## config.mk

```make
export PLATFORM = sky130hd
export DESIGN_NAME = rggen_bus_arbiter
export DESIGN_NICKNAME = d
export VERILOG_FILES = /design/src/rtl/rggen_bus_arbiter.sv
export SDC_FILE = /design/constraint.sdc
export NUM_CORES = 1
export LEC_CHECK = 0
export CAP_MARGIN = 40
export CORE_MARGIN = 4
export CORE_UTILIZATION = 30
export CTS_CLUSTER_SIZE = 14
export DETAILED_ROUTE_END_ITERATION = 10
export PLACE_DENSITY = 0.71
export SYNTH_ARGS = -nofsm -noshare
export SYNTH_HDL_FRONTEND = slang
export SYNTH_SLANG_ARGS = --single-unit
```

## constraint.sdc

```tcl
create_clock -name clk -period 1.3 [get_ports clk]
set_input_delay 0.325 -clock clk [delete_from_list [all_inputs] [get_ports clk]]
set_output_delay 0.325 -clock clk [all_outputs]
set_load 0.01 [all_outputs]
```

## src/rtl/rggen_bus_arbiter.sv

```systemverilog
// Round-robin arbiter that funnels several host-side register requesters onto a
// single bus-splitter port, one outstanding access at a time, with a timeout.
module rggen_bus_arbiter #(
  parameter int REQUESTERS     = 2,
  parameter int ADDRESS_WIDTH  = 7,
  parameter int DATA_WIDTH     = 32,
  parameter int TIMEOUT_CYCLES = 16
) (
  input  logic                             clk,
  input  logic                             rst,
  input  logic [REQUESTERS-1:0]            i_req,
  input  logic [REQUESTERS-1:0]            i_write,
  input  logic [REQUESTERS*ADDRESS_WIDTH-1:0] i_address,
  input  logic [REQUESTERS*DATA_WIDTH-1:0] i_write_data,
  output logic [REQUESTERS-1:0]            o_ack,
  output logic [1:0]                       o_status,
  output logic [DATA_WIDTH-1:0]            o_read_data,
  output logic                             o_bus_request,
  output logic                             o_bus_write,
  output logic [ADDRESS_WIDTH-1:0]         o_bus_address,
  output logic [DATA_WIDTH-1:0]            o_bus_write_data,
  input  logic                             i_bus_done,
  input  logic                             i_bus_error,
  input  logic [DATA_WIDTH-1:0]            i_bus_read_data
);

  localparam int GW = (REQUESTERS > 1) ? $clog2(REQUESTERS) : 1;
  localparam int CW = $clog2(TIMEOUT_CYCLES);

  typedef enum logic [1:0] {
    IDLE,
    BUSY,
    ACK
  } state_e;

  state_e                  state;
  logic [GW-1:0]           grant;
  logic [GW-1:0]           last_grant;
  logic [GW-1:0]           next_grant;
  logic                    grant_valid;
  logic [CW-1:0]           busy_count;
  logic [REQUESTERS-1:0]   grant_onehot;
  logic                    sel_write;
  logic [ADDRESS_WIDTH-1:0] sel_address;
  logic [DATA_WIDTH-1:0]   sel_write_data;
  int                      best_dist;

  // Pick the requester closest (in rotation order) to last_grant+1.
  always_comb begin
    next_grant  = last_grant;
    grant_valid = 1'b0;
    best_dist   = REQUESTERS;
    for (int j = 0; j < REQUESTERS; j++) begin
      if (i_req[j] && (((j + REQUESTERS - 1 - int'(last_grant)) % REQUESTERS) < best_dist)) begin
        best_dist   = (j + REQUESTERS - 1 - int'(last_grant)) % REQUESTERS;
        next_grant  = GW'(j);
        grant_valid = 1'b1;
      end
    end
  end

  always_comb begin
    sel_write      = 1'b0;
    sel_address    = '0;
    sel_write_data = '0;
    grant_onehot   = '0;
    for (int j = 0; j < REQUESTERS; j++) begin
      if (next_grant == GW'(j)) begin
        sel_write      = i_write[j];
        sel_address    = i_address[j*ADDRESS_WIDTH +: ADDRESS_WIDTH];
        sel_write_data = i_write_data[j*DATA_WIDTH +: DATA_WIDTH];
      end
      grant_onehot[j] = (grant == GW'(j));
    end
  end

  // Command registers stay frozen from grant until the access completes,
  // so requester-side changes during BUSY/ACK cannot leak into the bus.
  always_ff @(posedge clk) begin
    if (rst) begin
      state            <= IDLE;
      grant            <= '0;
      last_grant       <= GW'(REQUESTERS - 1);
      busy_count       <= '0;
      o_ack            <= '0;
      o_status         <= 2'b00;
      o_read_data      <= '0;
      o_bus_request    <= 1'b0;
      o_bus_write      <= 1'b0;
      o_bus_address    <= '0;
      o_bus_write_data <= '0;
    end else begin
      case (state)
        IDLE: begin
          if (grant_valid) begin
            grant            <= next_grant;
            last_grant       <= next_grant;
            o_bus_write      <= sel_write;
            o_bus_address    <= sel_address;
            o_bus_write_data <= sel_write_data;
            busy_count       <= '0;
            o_bus_request    <= 1'b1;
            state            <= BUSY;
          end
        end
        BUSY: begin
          if (i_bus_done) begin
            o_bus_request <= 1'b0;
            o_ack         <= grant_onehot;
            o_status      <= i_bus_error ? 2'b01 : 2'b00;
            o_read_data   <= o_bus_write ? '0 : i_bus_read_data;
            state         <= ACK;
          end else if (busy_count == CW'(TIMEOUT_CYCLES - 1)) begin
            o_bus_request <= 1'b0;
            o_ack         <= grant_onehot;
            o_status      <= 2'b10;
            o_read_data   <= '0;
            state         <= ACK;
          end else begin
            busy_count <= busy_count + CW'(1);
          end
        end
        ACK: begin
          o_ack       <= '0;
          o_status    <= 2'b00;
          o_read_data <= '0;
          state       <= IDLE;
        end
        default: state <= IDLE;
      endcase
    end
  end

endmodule
```

== Word-level counts from Yosys, hierarchy flattened ==
Index checks and enable logic that the tools add are counted.

* Add/sub/neg operators: 3
* Multipliers: 0
* Div/mod/pow operators: 0
* Order comparisons: 2
* Eq/ne operators: 7
* Shift operators: 0
* Muxes and demuxes: 30
* Bitwise operators: 3
* Reductions and logical operators: 10

{| class="wikitable"
|+ Operators by type and width
! cell !! number
|-
| $mux W32 || 5
|-
| $pmux W32 S2 || 1
|-
| $lt A2 B32 Y1 || 1
|-
| $mux W2 || 6
|-
| $mux W4 || 3
|-
| $pmux W2 S2 || 3
|-
| $mux W1 || 9
|-
| $pmux W4 S2 || 1
|-
| $mux W7 || 1
|-
| $ne A2 B2 Y1 const B || 3
|-
| $reduce_and A2 Y1 || 3
|-
| $add A4 B1 Y4 const B || 1
|-
| $eq A4 B4 Y1 const B || 1
|-
| $reduce_and A4 Y1 || 1
|-
| $reduce_bool A2 Y1 || 2
|-
| $lt A2 B3 Y1 const B || 1
|-
| $ne A3 B3 Y1 const B || 1
|-
| $reduce_and A3 Y1 || 1
|-
| $sub A2 B1 Y3 const A || 1
|-
| $and A1 B1 Y1 || 2
|-
| $eq A2 B1 Y1 const B || 1
|-
| $eq A2 B2 Y1 const B || 1
|-
| $logic_and A1 B1 Y1 || 2
|-
| $logic_not A2 Y1 || 1
|-
| 3 further kinds || 3
|}

* Register bits: 85
* Latch bits: 0
* Bits in writable memories: 0
* ROM bits: 0
* Input bits: 118
* Output and inout bits: 77
* Word-level logic and storage cells: 66
* Memories kept: 0

== Longest topological paths before layout ==
Gate-level depths: netlist (run 1).

* Word-level depth: 10
* Mapped depth: 6
* Gate-level depth less buffers: 4

== Worst setup path before layout (run 1) ==
OpenSTA, ideal clock, no wires.

* Kind: register to register
* Start: reg busy_count[0]
* End: reg busy_count[0]
* Library setup time: 69 ps
* Data arrival time: 1336 ps
* Required time: 1231 ps
* Path slack: -105 ps
* Stages on the path, launching flop included: 5
* Path buffers: 0
* Clock period less this slack: 1405 ps
* Cell sequence: dfxtp_1 -> ha_1 -> a31o_1 -> or4_1 -> o21ai_1

* Word-level cells in the longest chain between the ends: 4
* Elaborated cells between the ends (all ways): 7
* Classes of those cells: add/sub (1); eq/ne (2); mux (3); reduce/logical (1)

{| class="wikitable"
|+ RTL lines
! item !! line !! RTL
|-
| from (decl) || 41 || <nowiki>logic [CW-1:0] busy_count;</nowiki>
|-
| from (signal assigned) || 120 || <nowiki>busy_count <= busy_count + CW'(1);</nowiki>
|-
| $add A4 B1 Y4 || 120 ||
|-
| $mux W4 || 113 || <nowiki>end else if (busy_count == CW'(TIMEOUT_CYCLES - 1)) begin</nowiki>
|-
| $mux W4 || 107 || <nowiki>if (i_bus_done) begin</nowiki>
|-
| $pmux W4 S2 || 93 || <nowiki>case (state)</nowiki>
|}

Parallel ways exist; a longest one is shown, timed or not. The select of a mux whose other input is x is not followed.
A chain may end at the register's enable or synchronous reset.

== Final worst setup path (run 1) ==
* Start: reg busy_count[1]
* End: reg busy_count[0]

* Word-level cells in the longest chain between the ends: 3

{| class="wikitable"
|+ RTL lines
! item !! line
|-
| $eq A4 B4 Y1 || 113
|-
| $ne A2 B2 Y1 (no line) || --
|-
| $reduce_and A4 Y1 (no line) || --
|}

Every way passes these cells.

==> metrics.txt, run 1 <==
largest net degree at the start of global routing 44; FF+latch count, synth 85; DP Worst Slack -0.4659 ns; Yosys cell types 39; vias per inst 5.492; Core Area 12,570 sq um; Post-synth EDFFs 0; CTS hold repair buffers 0; clk_lat worst skew 0.34 ns; CTS buffer count 9; WS Path Type reg2reg; Bufs on Longest Clock Path 2; clock sinks 85; Max FO, Critical Path 6; GRT Total Usage 0.1912; Sequential Area 1720 sq um; Seq/Total Area, Yosys 0.4437; layout cell share with drive strength beyond 1 0.2781; busiest grt layer met2; met3 global-route usage 0.04895; Slowest-stage cell, CP or4_1; Arrival @ worst endpoint 1.64 ns; worst rel slew slack 0.7868; Net Count, Synth 577; pins over their slew limit 0; Req. time, crit path 1.55 ns; Filler cells 1,076; gr ovfl total 0; Power Total 8202 uW; Area Overhead vs Synth 92.59%; RSZ-0062 raised after global routing yes; worst stage delay on the critical path 0.42 ns; status finished, violations left; WL final 16,510 um; Synth async-reset ratio 0; Hold WS 0.3430 ns; final setup vio count 66; post-synthesis average cell area 8.373 sq um; wire per inst 19.44 um; Peak VDD IR 0.5196 mV; Synth Area in Compound Gates 0.3374; nets 790; die height 121.1 um; maxcap violations 0; maximum clock rate 720.9 MHz; Synth Area in Adders 0.003263; final hold viol count 0; drt first pass iters 5; vias 4,663; initial DRC count 375; worst-margin pin slew 0.3186 ns; Finished Cell Area 7386 sq um; multiplexer share of the synthesized area 0.002610; vias in the first global route 4,574; failing checks negative setup slack; DRC 0; gpl congestion 0.8074; H-Tree Depth 3; post-synthesis xor/xnor area fraction 0; Hold Path Class in2reg; PwrDens 1111 nW/um^2; Initial Util 0.3051; footprint of the multi-input gates 2263 sq um; grt met1 use 0.2378; number of port buffers 194; chip width 121.1 um; TritonCTS clock tree yes; clk slew on worst S/H paths 0.07 ns; CP endpoint kind flip-flop; dpl hpwl 9556 um; I/O pin total 195; FP Rows 41; ys flop type dfxtp_1; placed inst area 6142 sq um; largest family of logic cells by synthesized area compound AO/OA/AOI/OAI gates; initial antenna violation count 2; crit-path cells ha_4, a31o_1, or4_1, o21ai_1; final worst path period share 1.067; leak pwr 0.002766 uW; Cell Area, Synth 3835 sq um; Synth warnings 0; final worst slack -0.08709 ns; final clock skew 0.009882 ns; Final ANT Viol Nets 0; first-pass GRT wire length 22,730 um; Mapped Cells 458; M2 GR Usage 0.3185; min cycle time layout 1.387 ns; die area 14,660 sq um; Startpoint Class flip-flop; post-synthesis simple-gate area fraction 0.1426; root buffer selected by CTS clkbuf_16
-- what timing repair did --
action	4_1_cts	5_1_grt
gates resized for setup	111	201
pin swaps	4	80
buffers inserted	3	12
cloned	6	11
setup endpoints to repair	156	115
-- report_power, final --
part | total [uW] | internal (uW) | switching [uW]
registers | 2980 | 2820 | 158
logic | 2370 | 1280 | 1090
clock network | 2850 | 1790 | 1060
total | 8200 | 5900 | 2310
-- layout make-up --
type                            instances  area share
Clock inverter                          3    0.009148
Timing Repair Buffer                  259      0.3857
Sequential cell                        85      0.2329
Tap cell                              172     0.02914
Inverter                                2    0.001016
Clock buffer                           13     0.03524
Antenna cell                            1   0.0003388
Multi-Input combinational cell        314      0.3065
-- critical path: cells and delay by family, from the launching register on --
family,cells,cell delay [ns]
flip-flops,1,0.34
AO/OA/AOI/OAI,2,0.37
AND/OR/NAND/NOR,1,0.42
adder cells (fa/ha/maj),1,0.18
-- per-layer routing --
metal	routed length, um	up-vias	share of wire
met2	7981	249	0.48
li1	-	2176	-
met5	13	-	0.00079
met4	350	2	0.021
met3	1553	33	0.094
met1	6608	2203	0.40
-- logic make-up after synthesis --
kind of cell | Yosys count
adders and majority gates | 1
AOI/OAI and AO/OA | 205
muxes | 1
buffers and inverters | 59
DFF | 85
and+or+nand+nor | 107
-- metrics by stage --
stage / util / std cells / setup TNS (ns)
after floorplan: - / 458 / 0
after global placement: 0.4887 / 800 / -29.84
after detailed placement: 0.4887 / 800 / -32.92
after CTS: 0.5283 / 825 / -1.024
after global routing: 0.5877 / 849 / -6.090
final: 0.5877 / 849 / -1.712
-- state kept, by name, summed over array words and instances, names as in the netlist --
register	count
o_bus_address	7
state	2
o_status	2
busy_count	4
last_grant	1
grant	1
o_bus_request	1
o_bus_write	1
o_bus_write_data	32
o_ack	2
o_read_data	32
-- placed cells by master (no fill, tap or decap), types with 27 or more instances in the layout --
master	synthesis	final
a21oi_1	76	48
a311oi_1	40	30
clkdlybuf4s15_1	0	35
clkdlybuf4s50_1	0	113
dfxtp_1	85	76
dlygate4sd2_1	0	28
nand2_1	37	37
nand3_1	44	44
o211ai_1	32	32
o21ai_2	0	27
-- synthesized netlist by cell type, types with 2 or more instances --
| cell | n | area (sq um) |
|---|---|---|
| nor2_1 | 3 | 11.26 |
| and2b_1 | 2 | 15.01 |
| a31oi_1 | 3 | 18.77 |
| clkbuf_1 | 26 | 97.59 |
| buf_4 | 4 | 30.03 |
| a21oi_1 | 76 | 380.4 |
| a311oi_1 | 40 | 350.3 |
| dfxtp_1 | 85 | 1702 |
| nand3_1 | 44 | 220.2 |
| nand2b_1 | 4 | 25.02 |
| o211ai_1 | 32 | 240.2 |
| o21ai_0 | 41 | 205.2 |
| nor3_1 | 2 | 10.01 |
| or4_1 | 3 | 22.52 |
| nor2_4 | 2 | 22.52 |
| nand2_1 | 37 | 138.9 |
| o21ai_1 | 4 | 20.02 |
| inv_1 | 2 | 7.510 |
| buf_2 | 27 | 135.1 |
| o221ai_1 | 2 | 17.52 |
-- worst paths after layout --
path / from / endpoint / slack (ns) / depth (start not counted)
worst max-delay path: busy_count[1] / busy_count[0] / -0.09 / 4
worst min-delay path: rst / state[1] / 0.34 / 2
worst max register to register: busy_count[1] / busy_count[0] / -0.09 / 4
worst min register to register: o_ack[0] / o_ack[0] / 0.47 / 2
No activity file was read; power rests on OpenSTA's default activity.
==> inputs of run 2 (changes only) <==
Settings changed: CTS_CLUSTER_DIAMETER set to 200.
==> results of run 2 <==
Final layout, timing and power as in run 1 (identical DEF).
